<file path="config.mk">
export PLATFORM = sky130hd
export DESIGN_NAME = cla_tree_adder
export DESIGN_NICKNAME = d
export VERILOG_FILES = /design/src/rtl/cla_pkg.sv /design/src/rtl/cla_group_adder.sv /design/src/rtl/cla_tree_adder.sv
export SDC_FILE = /design/constraint.sdc
export NUM_CORES = 1
export LEC_CHECK = 0
export BUFFER_PORTS_ARGS = -buffer_cell sky130_fd_sc_hd__buf_2
export CORE_AREA = 5 5 186 188
export CTS_CLUSTER_SIZE = 20
export DETAILED_ROUTE_END_ITERATION = 12
export DIE_AREA = 0 0 191 193
export PLACE_DENSITY = 0.6
export SLEW_MARGIN = 40
export SYNTH_ARGS = -nofsm -noshare
export SYNTH_HDL_FRONTEND = slang
export SYNTH_HIERARCHICAL = 1
export SYNTH_SLANG_ARGS = --single-unit
</file>
<file path="constraint.sdc">
create_clock -name clk -period 4.8 [get_ports clk]
set_input_delay 0.48 -clock clk [delete_from_list [all_inputs] [get_ports clk]]
set_output_delay 0.48 -clock clk [all_outputs]
set_load 0.05 [all_outputs]
</file>
<file path="src/rtl/cla_pkg.sv">
// Shared definitions for the carry-lookahead tree adder: log2 helper,
// group propagate/generate helpers and default sizing constants.
package cla_pkg;

  // Widest lookahead group the helper functions can evaluate.
  localparam int MAX_GRP = 64;

  // Ceiling log2 for elaboration-time sizing (value >= 1).
  function automatic int clog2(input int value);
    int r;
    r = 0;
    for (int i = 0; i < 31; i++) begin
      if ((1 << i) < value) begin
        r = i + 1;
      end
    end
    return r;
  endfunction

  // Number of lookahead groups covering 'width' bits; the last may be partial.
  function automatic int grp_count(input int width, input int grp);
    return (width + grp - 1) / grp;
  endfunction

  // Output width of an n-operand tree over w-bit operands.
  function automatic int out_width(input int w, input int n);
    return w + clog2(n);
  endfunction

  // Group generate over the low n bits: carry out of those bits with carry-in 0.
  function automatic logic grp_gen(input logic [MAX_GRP-1:0] g,
                                   input logic [MAX_GRP-1:0] p,
                                   input int n);
    logic c;
    c = 1'b0;
    for (int i = 0; i < MAX_GRP; i++) begin
      if (i < n) begin
        c = g[i] | (p[i] & c);
      end
    end
    return c;
  endfunction

  // Group propagate over the low n bits: carry-in passes straight through.
  function automatic logic grp_prop(input logic [MAX_GRP-1:0] p, input int n);
    logic pr;
    pr = 1'b1;
    for (int i = 0; i < MAX_GRP; i++) begin
      if (i < n) begin
        pr = pr & p[i];
      end
    end
    return pr;
  endfunction

  // Default configuration of the tree.
  localparam int DEF_W     = 16;
  localparam int DEF_N     = 8;
  localparam int DEF_GRP   = 4;
  localparam int DEF_L     = clog2(DEF_N);
  localparam int DEF_OUT_W = out_width(DEF_W, DEF_N);
  localparam int DEF_NG    = grp_count(DEF_OUT_W, DEF_GRP);

endpackage

</file>
<file path="src/rtl/cla_group_adder.sv">
// Combinational grouped carry-lookahead adder, carry-in 0, no carry-out.
// Group carries ripple from group to group; inside a group every bit's
// carry is a direct lookahead from the group carry-in.
module cla_group_adder
  import cla_pkg::*;
#(
  parameter int WIDTH = 16,
  parameter int GRP   = 4
) (
  input  logic [WIDTH-1:0] a,
  input  logic [WIDTH-1:0] b,
  output logic [WIDTH-1:0] s
);

  localparam int NG = grp_count(WIDTH, GRP);
  localparam int PW = NG * GRP;

  logic [WIDTH-1:0] p_s;
  logic [WIDTH-1:0] g_s;
  logic [WIDTH-1:0] c_s;
  logic [PW-1:0]    p_pad_s;
  logic [PW-1:0]    g_pad_s;
  logic [NG-1:0]    gc_s;

  assign p_s = a ^ b;
  assign g_s = a & b;

  // Zero-pad propagate/generate so a partial last group looks like a full one.
  always_comb begin
    p_pad_s = '0;
    g_pad_s = '0;
    p_pad_s[WIDTH-1:0] = p_s;
    g_pad_s[WIDTH-1:0] = g_s;
  end

  // Carry into each group: ripple of group-level P/G, starting from carry-in 0.
  always_comb begin
    logic [MAX_GRP-1:0] gg_v;
    logic [MAX_GRP-1:0] gp_v;
    gg_v = '0;
    gp_v = '0;
    gc_s = '0;
    gc_s[0] = 1'b0;
    for (int j = 1; j < NG; j++) begin
      gg_v = '0;
      gp_v = '0;
      gg_v[GRP-1:0] = g_pad_s[(j-1)*GRP +: GRP];
      gp_v[GRP-1:0] = p_pad_s[(j-1)*GRP +: GRP];
      gc_s[j] = grp_gen(gg_v, gp_v, GRP) | (grp_prop(gp_v, GRP) & gc_s[j-1]);
    end
  end

  // Per-bit carry: lookahead over the lower bits of its own group.
  always_comb begin
    logic [MAX_GRP-1:0] gg_v;
    logic [MAX_GRP-1:0] gp_v;
    gg_v = '0;
    gp_v = '0;
    c_s  = '0;
    for (int i = 0; i < WIDTH; i++) begin
      gg_v = '0;
      gp_v = '0;
      gg_v[GRP-1:0] = g_pad_s[(i/GRP)*GRP +: GRP];
      gp_v[GRP-1:0] = p_pad_s[(i/GRP)*GRP +: GRP];
      c_s[i] = grp_gen(gg_v, gp_v, i % GRP) |
               (grp_prop(gp_v, i % GRP) & gc_s[i/GRP]);
    end
  end

  assign s = p_s ^ c_s;

endmodule

</file>
<file path="src/rtl/cla_tree_adder.sv">
// Pipelined N-operand adder: a binary tree of grouped CLAs with one
// register stage per level, valid/ready streaming and per-bundle
// signed/unsigned mode. All stages freeze together on output backpressure.
module cla_tree_adder
  import cla_pkg::*;
#(
  parameter int W   = DEF_W,
  parameter int N   = DEF_N,
  parameter int GRP = DEF_GRP
) (
  input  logic                   clk,
  input  logic                   rst,
  input  logic                   in_valid,
  output logic                   in_ready,
  input  logic [N*W-1:0]         operands,
  input  logic                   signed_mode,
  output logic                   out_valid,
  input  logic                   out_ready,
  output logic [W+clog2(N)-1:0]  sum
);

  localparam int L     = clog2(N);
  localparam int OUT_W = W + L;
  localparam int BASE  = N * W;

  // Bit offset of tree level 'lvl' inside the flat data register. Level j
  // holds N>>j partial sums of W+j bits each, packed lowest node first.
  function automatic int lvl_off(input int lvl);
    int o;
    o = 0;
    for (int j = 0; j <= L; j++) begin
      if (j < lvl) begin
        o = o + (N >> j) * (W + j);
      end
    end
    return o;
  endfunction

  localparam int TOT = lvl_off(L + 1);

  logic [TOT-1:0] data_r;
  logic [TOT-1:0] data_nxt_s;
  logic [L:0]     valid_r;
  logic [L-1:0]   mode_r;
  logic           stall_s;
  logic           accept_s;

  // A held result blocks the whole pipeline; nothing enters while stalled
  // or in reset.
  assign stall_s   = valid_r[L] & ~out_ready;
  assign in_ready  = ~stall_s & ~rst;
  assign accept_s  = in_valid & in_ready;
  assign out_valid = valid_r[L];
  assign sum       = data_r[TOT-1 -: OUT_W];

  // Level 0 captures the operand bundle only when it is actually accepted.
  assign data_nxt_s[BASE-1:0] = accept_s ? operands : data_r[BASE-1:0];

  // Levels 1..L: extend each pair by one bit according to the bundle's mode,
  // add, and load the result only when the feeding stage carries a valid bundle.
  generate
    for (genvar l = 1; l <= L; l++) begin : g_lvl
      for (genvar k = 0; k < (N >> l); k++) begin : g_node
        localparam int AW = W + l - 1;
        localparam int IA = lvl_off(l - 1) + (2 * k) * AW;
        localparam int IB = IA + AW;
        localparam int OO = lvl_off(l) + k * (W + l);

        logic [AW:0] a_ext_s;
        logic [AW:0] b_ext_s;
        logic [AW:0] s_s;

        assign a_ext_s = {mode_r[l-1] & data_r[IA+AW-1], data_r[IA +: AW]};
        assign b_ext_s = {mode_r[l-1] & data_r[IB+AW-1], data_r[IB +: AW]};

        cla_group_adder #(
          .WIDTH (W + l),
          .GRP   (GRP)
        ) u_add (
          .a (a_ext_s),
          .b (b_ext_s),
          .s (s_s)
        );

        assign data_nxt_s[OO +: (W + l)] = valid_r[l-1] ? s_s : data_r[OO +: (W + l)];
      end
    end
  endgenerate

  // Pipeline registers: clear on reset, freeze on stall, otherwise advance
  // every stage (bubbles included) by one level.
  always_ff @(posedge clk) begin
    if (rst) begin
      data_r  <= '0;
      valid_r <= '0;
      mode_r  <= '0;
    end else if (!stall_s) begin
      data_r     <= data_nxt_s;
      valid_r[0] <= accept_s;
      mode_r[0]  <= signed_mode;
      for (int l = 1; l <= L; l++) begin
        valid_r[l] <= valid_r[l-1];
      end
      for (int l = 1; l < L; l++) begin
        mode_r[l] <= mode_r[l-1];
      end
    end else begin
      data_r  <= data_r;
      valid_r <= valid_r;
      mode_r  <= mode_r;
    end
  end

endmodule

</file>
Yosys cells after proc, flatten, opt, wreduce, memory -nomap -nowiden
Cells that the tools add are included.
- bits in registers: 258
- input port bits: 133
- output and inout port bits: 21
- word-level logic and storage cells: 461
- bitwise operators: 451
- reductions and logical operators: 4
- operators with widths (operator ; count):
    $and A1 B1 Y1 ; 254
    $or A1 B1 Y1 ; 173
    $xor A17 B17 Y17 ; 8
    $xor A18 B18 Y18 ; 4
    $and A16 B16 Y16 ; 4
    $xor A19 B19 Y19 ; 2
    $and A17 B17 Y17 ; 2
    $and A18 B18 Y18 ; 1
    $reduce_and A2 Y1 ; 4
    $not A1 Y1 ; 3

Longest topological paths before layout
Gate-level depths: netlist (run 1).
- depth after elaboration: 17
- depth in mapped cells: 13
- mapped depth without buffers: 13

By module
The synthesis (run 1) kept the hierarchy.
- by module, submodules not included (module ; instances ; cells an instance ; area an instance (um^2) ; sequential area each (um^2)):
    cla_tree_adder ; 1 ; 1211 ; 10019.6 ; 5165.0
    cla_group_adder at g_lvl[1].g_node[0].u_add ... ; 4 ; 70 ; 641.9 ; 0.0
    cla_group_adder at g_lvl[2].g_node[0].u_add ... ; 2 ; 77 ; 640.6 ; 0.0
    cla_group_adder at g_lvl[3].g_node[0].u_add ; 1 ; 80 ; 686.9 ; 0.0

Worst setup path before layout (run 1)
No wires, ideal clock.
- path type: register to register
- from: register data_r[128]
- to: register data_r[213]
- setup time: 70 ps
- arrival time: 3416 ps
- required time: 4730 ps
- path slack: 1314 ps
- stages on the path, launching flop included: 14
- path buffers: 0
- clock period less this slack: 3486 ps
- cell sequence: dfxtp_1 > ha_1 > fa_1 > fa_1 > fa_1 > a211o_1 > nand4_1 > nand2_2 > o41a_1 > or2_1 > fa_1 > xnor2_1 > nand3_1 > a21oi_1
- word-level cells in the longest chain between the ends: 16
- RTL lines (item ; line ; text):
    start: declaration ; cla_tree_adder.sv:41 ; logic [TOT-1:0] data_r;
    start signal: assignment ; cla_tree_adder.sv:98 ; data_r <= data_nxt_s;
    start signal: assignment ; cla_tree_adder.sv:108 ; data_r <= data_r;
    $and A17 B17 Y17 ; cla_group_adder.sv:26 ; assign g_s = a & b;
    $and A1 B1 Y1 ; cla_pkg.sv:38 ; c = g[i] | (p[i] & c);
    $or A1 B1 Y1 ; cla_pkg.sv:38 ;
    $and A1 B1 Y1 ; cla_pkg.sv:38 ;
    $or A1 B1 Y1 ; cla_pkg.sv:38 ;
    $and A1 B1 Y1 ; cla_pkg.sv:38 ;
    $or A1 B1 Y1 ; cla_pkg.sv:38 ;
    $and A1 B1 Y1 ; cla_group_adder.sv:49 ; gc_s[j] = grp_gen(gg_v, gp_v, GRP) | (grp_prop(gp_v, GRP) & gc_s[j-1]);
    $or A1 B1 Y1 ; cla_group_adder.sv:49 ;
    $and A1 B1 Y1 ; cla_group_adder.sv:49 ;
    $or A1 B1 Y1 ; cla_group_adder.sv:49 ;
    $and A1 B1 Y1 ; cla_group_adder.sv:49 ;
    $or A1 B1 Y1 ; cla_group_adder.sv:49 ;
    $and A1 B1 Y1 ; cla_group_adder.sv:66 ; (grp_prop(gp_v, i % GRP) & gc_s[i/GRP]);
    $or A1 B1 Y1 ; cla_group_adder.sv:65 ; c_s[i] = grp_gen(gg_v, gp_v, i % GRP) |
    $xor A18 B18 Y18 ; cla_group_adder.sv:70 ; assign s = p_s ^ c_s;
    named net g_lvl[2].g_node[0].s_s[17] ; cla_tree_adder.sv:71 ; logic [AW:0] s_s;
The timed path passes the listed nets, and every way through them passes these cells.
A chain may end at the register's enable or synchronous reset.

Final worst setup path (run 1)
- from: register data_r[162]
- to: register data_r[231]
- word-level cells in the longest chain between the ends: 16
- RTL lines (item ; line):
    $and A17 B17 Y17 ; cla_group_adder.sv:26
    $and A1 B1 Y1 ; cla_pkg.sv:38
    $or A1 B1 Y1 ; cla_pkg.sv:38
    $and A1 B1 Y1 ; cla_pkg.sv:38
    $or A1 B1 Y1 ; cla_pkg.sv:38
    $and A1 B1 Y1 ; cla_pkg.sv:38
    $or A1 B1 Y1 ; cla_pkg.sv:38
    $and A1 B1 Y1 ; cla_group_adder.sv:49
    $or A1 B1 Y1 ; cla_group_adder.sv:49
    $and A1 B1 Y1 ; cla_group_adder.sv:49
    $or A1 B1 Y1 ; cla_group_adder.sv:49
    $and A1 B1 Y1 ; cla_group_adder.sv:49
    $or A1 B1 Y1 ; cla_group_adder.sv:49
    $and A1 B1 Y1 ; cla_group_adder.sv:66
    $or A1 B1 Y1 ; cla_group_adder.sv:65
    $xor A18 B18 Y18 ; cla_group_adder.sv:70
    named net g_lvl[2].g_node[1].s_s[17] ; cla_tree_adder.sv:71
The timed path passes the listed nets, and every way through them passes these cells.

==> impl_metrics.json, run 1 <==
{
  "cts_tree": "done",
  "path_class": "flop to flop",
  "slew_viol_final": 0,
  "syn_nets": 1996,
  "yosys.cell_types.count": 52,
  "combPwrFrac": 0.112,
  "gp_congestion": 0.840,
  "worst_slew_pin_slew_ns": 0.759,
  "synthesis.area_mm2": 0.0146,
  "n_antenna_cell": 0,
  "vias": 12100,
  "grt.overflow.total": 0,
  "grt_max_degree": 159,
  "cts_sinks": 258,
  "slowest_delay_ns": 0.42,
  "cp_common_cell": "fa_1",
  "cp-start-kind": "flop",
  "clk_path_buf_depth": 3,
  "via_per_inst": 5.45,
  "startpoint": "data_r[162]",
  "nNetsFinal": 2034,
  "ys.flop_type": "dfxtp_1",
  "path_max_fanout": 4,
  "finalHoldViolations": 0,
  "cts_root_buffer": "clkbuf_16",
  "numCtsBuffers": 29,
  "syn2layout_area_growth_pct": 10.6,
  "mostFrequentLayoutCell": "a21oi_1",
  "regArea_mm2": 0.00517,
  "fillers": 3228,
  "dr.pass1.iters": 4,
  "worstHoldStart": "operands[70]",
  "final_cell_mix": "a21oi_1, nand3_1, dfxtp_1",
  "path_delay_family": "adder cells",
  "end_kind": "flop",
  "h-tree-depth": 1,
  "start_util": 0.442,
  "synthCells": 1725,
  "power_frac_seq": 0.458,
  "crit_slowest_cell": "fa_1",
  "p_int_mw": 3.76,
  "post_cts_buffers": 0,
  "slew_headroom": 0.494,
  "wl_um": 34700,
  "switchingPower_mw": 1.28,
  "drc": 0,
  "syn-mean-instance-area_um2": 8.44,
  "period_needed_ns": 3.73,
  "multi_input_area_mm2": 0.00825,
  "synth-async-reset-ratio": 0,
  "swShare": 0.253,
  "regToRegStartpoint": "data_r[162]",
  "arrival_ns": 4.20,
  "min-delay-path-class": "input port to flop",
  "drive_above_1_share": 0.138,
  "antenna_left": 0,
  "clock-skew-final_ns": 0.0114,
  "synth_edf_count": 0,
  "finalSetupTns_ns": 0,
  "max_freq_ghz": 0.268,
  "yosysSeqAreaShare": 0.355,
  "grt_pass1_wl_um": 58400,
  "ios": 154,
  "synth-seq-cells": 258,
  "required_ns": 5.26,
  "leakagePower_nw": 6.56,
  "grt_pass1_vias": 11800,
  "fin_crit_sh": 0.778,
  "ir_drop_uv": 226,
  "finalSetupViolCount": 0,
  "dieHeight_um": 193,
  "status": "complete, no violations",
  "die_w_um": 191,
  "yosys_warnings": 6,
  "port_buffers": 153,
  "path_clk_slew_ns": 0.06,
  "clkPwrFrac": 0.430,
  "cellPowerDensity_mw_per_mm2": 312,
  "grt_usage": 0.186,
  "dp_hpwl_um": 24300,
  "holdBufCountCts": 0,
  "drtIter0Drc": 665,
  "fp-row-count": 67,
  "die-area_mm2": 0.0369,
  "core_area_mm2": 0.0329,
  "worstPathBufferInverterCount": 0,
  "grt_antenna_before_repair": 0,
  "max_cap_violations": 0,
  "p_total_mw": 5.03,
  "clk_latency_ns": 0.54,
  "cp_cell_sequence": "ha_1, fa_1, fa_1, fa_1, a211o_1, nand4_1, nand2_2, o41a_1, or2_1, fa_1, xnor2_1, nand3_1, a21oi_1",
  "grt_setup_unrepaired": "no",
  "cts_resized": 0,
  "wire_per_inst_um": 15.6
}
-- cell families (layout without fill, tap and decap cells) --
logic type / count (synthesis) / in the layout / synth area share
xor gates and xnor gates: 70 / 70 / 0.0421
buffers and inverters: 232 / 289 / 0.0795
muxes: 1 / 1 / 0.000688
DFF: 258 / 258 / 0.355
and+or+nand+nor: 393 / 393 / 0.136
adders and majority gates: 138 / 138 / 0.142
AOI/OAI and AO/OA: 633 / 633 / 0.245
-- final cells by class --
cell class                 instances  share of cell area
tap                              448              0.0348
inverter                          72              0.0170
timing repair buffer             167              0.0577
multi-input combinational       1235               0.512
clock inverter                     9             0.00645
sequential                       258               0.321
clock buffer                      41              0.0510
-- power by group through the flow --
stage,logic (mW),clock network (mW),registers (mW)
global placement,0.557,0,2.35
CTS,0.568,2.21,2.31
detailed placement,0.564,0,2.35
floorplan,0.420,0,2.33
global route,0.644,2.30,2.32
finish,0.562,2.16,2.31
-- sequential cells by signal (all words and copies together), names as in the netlist --
name and flops:
valid_r 4, mode_r 3, data_r 251
-- Yosys cell counts, types with 3 or more instances --
| library cell | number | area (um^2) |
|---|---|---|
| a21oi_1 | 298 | 1490 |
| nand3_1 | 265 | 1330 |
| dfxtp_1 | 258 | 5160 |
| o21ai_1 | 160 | 801 |
| o21ai_0 | 104 | 521 |
| ha_1 | 93 | 1160 |
| inv_1 | 70 | 263 |
| clkbuf_1 | 64 | 240 |
| xnor2_1 | 51 | 447 |
| fa_1 | 45 | 901 |
| buf_2 | 40 | 200 |
| nand2_1 | 37 | 139 |
| buf_4 | 35 | 263 |
| nor2_1 | 30 | 113 |
| xor2_1 | 19 | 166 |
| and2_1 | 18 | 113 |
| nor2b_1 | 14 | 87.6 |
| buf_6 | 13 | 146 |
| a21o_1 | 11 | 82.6 |
| nor3_1 | 8 | 40.0 |
| o211ai_1 | 7 | 52.6 |
| a31oi_1 | 5 | 31.3 |
| o21a_1 | 5 | 37.5 |
| o21bai_1 | 5 | 37.5 |
| a2111oi_4 | 4 | 110 |
| a21oi_2 | 4 | 35.0 |
| a311oi_4 | 4 | 105 |
| and4_1 | 4 | 35.0 |
| buf_1 | 4 | 15.0 |
| nor3_2 | 4 | 40.0 |
| o2111ai_1 | 4 | 35.0 |
| o21ai_4 | 4 | 65.1 |
| a211oi_1 | 3 | 22.5 |
| clkbuf_2 | 3 | 15.0 |
| nand2_2 | 3 | 18.8 |
-- worst paths after layout --
kind	depth (start not counted)	endpoint	slack [ns]
setup / recovery	13	data_r[231]	1.07
hold / removal	3	data_r[70]	0.18
setup reg to reg	13	data_r[231]	1.07
hold reg to reg	2	mode_r[2]	0.46
-- worst register-to-register path, delay by kind of cell (launching register included) --
| family | cells | cell delay, ns |
|---|---|---|
| compound gates | 3 | 0.89 |
| xor+xnor | 1 | 0.16 |
| fa+ha+maj | 5 | 1.78 |
| flops | 1 | 0.31 |
| simple gates | 4 | 0.51 |
-- routing by layer --
metal  routed length (um)  share of wire  global-route usage  vias to the layer above
li1                     -              -                   -                     6181
met4                  504          0.015              0.0334                        0
met1                17500           0.50               0.280                     5712
met3                 1460          0.042              0.0247                       38
met5                    0              0                   0                        -
met2                15300           0.44               0.290                      218
-- stage by stage --
stage,instance area (um^2),cells,hold WS [ns],util,setup WS [ns]
4_1_cts,16100,2229,0.158,0.488,1.09
2_1_floorplan,14600,1725,0.436,-,1.31
3_5_place_dp,15200,2179,0.450,0.460,1.12
3_3_place_gp,15200,2179,0.444,0.460,1.14
6_report,16100,2230,0.178,0.489,1.07
5_1_grt,16100,2230,0.178,0.489,0.895
Note: power is estimated with default switching activity, not from simulation.
==> run 2, diff against run 1 <==
- clock period: 4.8 -> 3.56 ns (I/O delays scaled with it)
==> impl_metrics.json, run 2 (synthesis results as in run 1) <==
{
  "status": "complete, no violations",
  "cellPowerDensity_mw_per_mm2": 419,
  "drtIter0Drc": 626,
  "end_kind": "flop",
  "regArea_mm2": 0.00517,
  "clock-skew-final_ns": 0.0136,
  "vias": 12100,
  "dp_hpwl_um": 24200,
  "die-area_mm2": 0.0369,
  "grt_pass1_vias": 11700,
  "fin_cells": 2244,
  "worst_slew_pin_slew_ns": 0.845,
  "path_depth": 13,
  "holdWs_ns": 0.0571,
  "rr_worst_depth": 13,
  "slowest_delay_ns": 0.40,
  "antenna_left": 0,
  "drc": 0,
  "max_cap_violations": 0,
  "ios": 154,
  "cts_tree": "done",
  "p_total_mw": 6.81,
  "die_w_um": 191,
  "path_delay_family": "adder cells",
  "period_needed_ns": 3.40,
  "drive_above_1_share": 0.154,
  "min_to": "data_r[85]",
  "fp-row-count": 67,
  "slew_viol_final": 0,
  "regToRegStartpoint": "data_r[0]",
  "via_per_inst": 5.41,
  "finalSetupViolCount": 0,
  "worstHoldStart": "operands[85]",
  "cts_root_buffer": "clkbuf_16",
  "core_area_mm2": 0.0329,
  "gp_congestion": 0.833,
  "grt.overflow.total": 0,
  "clk_latency_ns": 0.54,
  "path_max_fanout": 2,
  "dr.pass1.iters": 5,
  "r2r_end": "data_r[141]",
  "r2r_slack_ns": 0.16,
  "dieHeight_um": 193,
  "hold_path_depth": 3,
  "n_antenna_cell": 0,
  "numCtsBuffers": 29,
  "holdBufCountCts": 0,
  "cp_common_cell": "fa_1",
  "largest_reg_flops": 251,
  "mostFrequentLayoutCell": "a21oi_1",
  "port_buffers": 153,
  "slew_headroom": 0.437,
  "final_cell_mix": "a21oi_1, nand3_1, dfxtp_1",
  "wl_um": 35200,
  "grt_usage": 0.188,
  "top_regs": "data_r (251), valid_r (4), mode_r (3)",
  "regMostFlops": "data_r",
  "nNetsFinal": 2046,
  "clk_path_buf_depth": 3,
  "required_ns": 4.03,
  "grt_max_degree": 159,
  "cp-start-kind": "flop",
  "place_inst": 2189,
  "ir_drop_uv": 314,
  "grt_setup_unrepaired": "yes",
  "path_class": "flop to flop",
  "dp_slack_ns": -0.0532,
  "arrival_ns": 3.87,
  "fin_crit_sh": 0.956,
  "grt_antenna_before_repair": 0,
  "start_util": 0.442,
  "worstPathBufferInverterCount": 0,
  "crit_slowest_cell": "fa_1",
  "cp_cell_sequence": "ha_1, fa_1, fa_1, fa_2, a21oi_1, nor2b_1, a311oi_4, o21ai_4, a21o_1, fa_1, xor2_1, nand3_1, a21oi_2",
  "grt_pass1_wl_um": 58700,
  "cts_sinks": 258,
  "finalHoldViolations": 0,
  "h-tree-depth": 1,
  "final_util": 0.494,
  "setup_ws_ns": 0.156,
  "wire_per_inst_um": 15.7,
  "multi_input_area_mm2": 0.00829,
  "leakagePower_nw": 6.62,
  "max_freq_ghz": 0.294,
  "fillers": 3244,
  "min-delay-path-class": "input port to flop",
  "syn2layout_area_growth_pct": 11.8,
  "path_clk_slew_ns": 0.06
}
## run 2: cell count changes in the layout (fill, tap and decap cells not counted), moves of 2 or more
cell,change
a21oi_2,+2
buf_4,+10
clkbuf_8,+4
fa_1,-11
a21oi_1,-2
fa_2,+11
## run 2: where the power goes
part	internal, mW	total, mW	switching, mW
clock	1.75	2.93	1.18
sequential	3.01	3.11	0.0948
combinational	0.321	0.776	0.455
## run 2: how the worst max path moves through the flow
stage,start,to,slack [ns]
2_1_floorplan,data_r[128],data_r[213],0.07
3_3_place_gp,data_r[128],data_r[213],-0.04
3_5_place_dp,data_r[128],data_r[213],-0.05
4_1_cts,data_r[128],data_r[213],0.03
5_1_grt,data_r[128],data_r[213],-0.02
6_report,data_r[0],data_r[141],0.16
## run 2: repair_timing
item                                   4_1_cts  5_1_grt
resized for setup                            2       14
endpoints found under the hold margin        0        0
buffers inserted                             1        2
pin swaps                                    2       13
setup endpoints to repair                    3       11
## run 2: area by class of cell
type	count	share of cell area
clock inverter	8	0.00438
inverter	72	0.0168
multi-input combinational	1235	0.509
clock buffer	44	0.0536
timing repair buffer	179	0.0637
tap	448	0.0344
sequential	258	0.318
## run 2: worst register-to-register path, stage by stage (launching register included)
cell and delay [ns]:
dfxtp_1 0.31, ha_1 0.20, fa_1 0.38, fa_1 0.40, fa_2 0.36, a21oi_1 0.16, nor2b_1 0.09, a311oi_4 0.34
o21ai_4 0.10, a21o_1 0.20, fa_1 0.37, xor2_1 0.17, nand3_1 0.11, a21oi_2 0.16
## run 2: metrics by stage
| step | instance area [um^2] | TNS, ns |
|---|---|---|
| after global placement | 15300 | -0.0548 |
| final | 16300 | 0 |
| after global routing | 16300 | -0.0215 |
| after detailed placement | 15300 | -0.0913 |
| after CTS | 16200 | 0 |
| after floorplan | 14600 | 0 |
## run 2: metal layers
layer | GRT usage | share of wire | wire, um | up-vias
met3 | 0.0245 | 0.037 | 1320 | 36
li1 | - | - | - | 6192
met4 | 0.0309 | 0.012 | 439 | 0
met1 | 0.288 | 0.51 | 18000 | 5717
met5 | 0 | 0 | 0 | -
met2 | 0.287 | 0.44 | 15400 | 196
==> run 3, diff against run 2 <==
- CORE_AREA: 5 5 186 188 -> 5 5 208 169
- DIE_AREA: 0 0 191 193 -> 0 0 213 174
- PLACE_DENSITY: 0.6 -> 0.63
- clock period: 3.56 -> 2.8 ns (I/O delays scaled with it)
==> impl_metrics.json, run 3 (synthesis results as in run 1) <==
{
  "grt_pass1_wl_um": 64200,
  "finalHoldViolations": 0,
  "dieHeight_um": 174,
  "mostFrequentLayoutCell": "a21oi_1",
  "max_cap_violations": 0,
  "grt_usage": 0.203,
  "finalSetupViolCount": 62,
  "use_met2": 0.316,
  "top_usage_layer": "met2",
  "max_freq_ghz": 0.293,
  "vias": 13000,
  "grt_pass1_vias": 12800,
  "gr-usage-met1": 0.309,
  "path_clk_slew_ns": 0.06,
  "wire_per_inst_um": 16.3,
  "top_regs": "data_r (251), valid_r (4), mode_r (3)",
  "clock-skew-final_ns": 0.0178,
  "largest_reg_flops": 251,
  "grt_antenna_before_repair": 0,
  "required_ns": 3.26,
  "syn2layout_area_growth_pct": 24.9,
  "final_cell_mix": "a21oi_1, nand3_1, dfxtp_1",
  "drtIter0Drc": 874,
  "regToRegStartpoint": "data_r[128]",
  "fin_crit_sh": 1.22,
  "ios": 154,
  "cp-start-kind": "flop",
  "wl_um": 38500,
  "dp_slack_ns": -0.575,
  "hold_path_depth": 3,
  "via_per_inst": 5.50,
  "min_to": "data_r[22]",
  "core_area_mm2": 0.0331,
  "grt.overflow.total": 0,
  "worstHoldStart": "operands[22]",
  "slew_viol_final": 0,
  "arrival_ns": 3.87,
  "use_met3": 0.0278,
  "fp-row-count": 60,
  "n_antenna_cell": 0,
  "die_w_um": 213,
  "status": "finished, violations left",
  "antenna_left": 0,
  "dr.pass1.iters": 5,
  "period_needed_ns": 3.42,
  "setup_ws_ns": -0.616,
  "grt_setup_unrepaired": "yes",
  "worst_slew_pin_slew_ns": 0.870,
  "ir_drop_uv": 462,
  "min-delay-path-class": "input port to flop",
  "drc": 0,
  "final_util": 0.549,
  "cts_sinks": 258,
  "r2r_end": "data_r[212]",
  "numCtsBuffers": 28,
  "grt_max_degree": 130,
  "r2r_slack_ns": -0.62,
  "leakagePower_nw": 7.32,
  "violations": "negative setup slack",
  "h-tree-depth": 1,
  "holdWs_ns": 0.0196,
  "nNetsFinal": 2176,
  "dp_hpwl_um": 25900,
  "drive_above_1_share": 0.220,
  "clk_latency_ns": 0.54,
  "regMostFlops": "data_r",
  "port_buffers": 153,
  "clk_path_buf_depth": 3,
  "path_max_fanout": 2,
  "cts_root_buffer": "clkbuf_16",
  "start_util": 0.440,
  "cellPowerDensity_mw_per_mm2": 504,
  "gp_congestion": 0.880,
  "rr_worst_depth": 12,
  "die-area_mm2": 0.0371,
  "slew_headroom": 0.414,
  "end_kind": "flop",
  "cts_tree": "done",
  "path_class": "flop to flop"
}
## run 3: how the worst max path moves through the flow
stage / from / end
finish: data_r[128] / data_r[212]
detailed placement: data_r[128] / data_r[213]
global placement: data_r[128] / data_r[213]
CTS: data_r[128] / data_r[213]
global route: data_r[128] / data_r[212]
floorplan: data_r[128] / data_r[213]
## run 3: per-stage QoR
stage               total power [mW]  cells  setup TNS [ns]  cell area, um^2
floorplan                       4.72   1725           -4.61            14700
global placement                5.01   2196           -9.84            15500
detailed placement              5.04   2196          -12.41            15500
CTS                             9.21   2361          -13.28            17900
global route                    9.56   2361          -21.43            18200
finish                          9.16   2361          -12.92            18200
## run 3: final cells by class
| class | instances | area [um^2] |
|---|---|---|
| Clock buffer | 42 | 845 |
| Clock inverter | 10 | 175 |
| Timing Repair Buffer | 310 | 2330 |
| Sequential cell | 258 | 5180 |
| Inverter | 72 | 272 |
| Multi-Input combinational cell | 1235 | 8840 |
| Tap cell | 434 | 543 |
| Fill cell | 3020 | 14900 |
## run 3: worst max-delay path, cell delays in order, from the launching register on
cell and delay [ns]:
dfxtp_2 0.34, ha_4 0.15, fa_2 0.33, fa_2 0.34, fa_2 0.35, a211o_1 0.30, nand4_1 0.11, nand2_2 0.08
o41a_1 0.38, or2_1 0.23, fa_2 0.52, nand3_1 0.07, a21oi_1 0.16
## run 3: power breakdown
part / switching, mW / internal, mW
clock: 1.51 / 2.53
combinational: 0.629 / 0.529
sequential: 0.132 / 3.83
total: 2.27 / 6.90
## run 3: metal layers
layer	wire length, um	up-vias
met5	0	-
met4	442	0
met3	1770	36
met2	17400	294
met1	19000	6174
li1	-	6477
## run 3: repair_timing
item                       in CTS  in global routing
buffers inserted               20                 14
hold endpoints to repair       97                  0
pin swaps                      82                 66
setup endpoints to repair      60                 73
gates cloned                    0                  0
resized for setup              52                 69
hold buffers                   97                  0
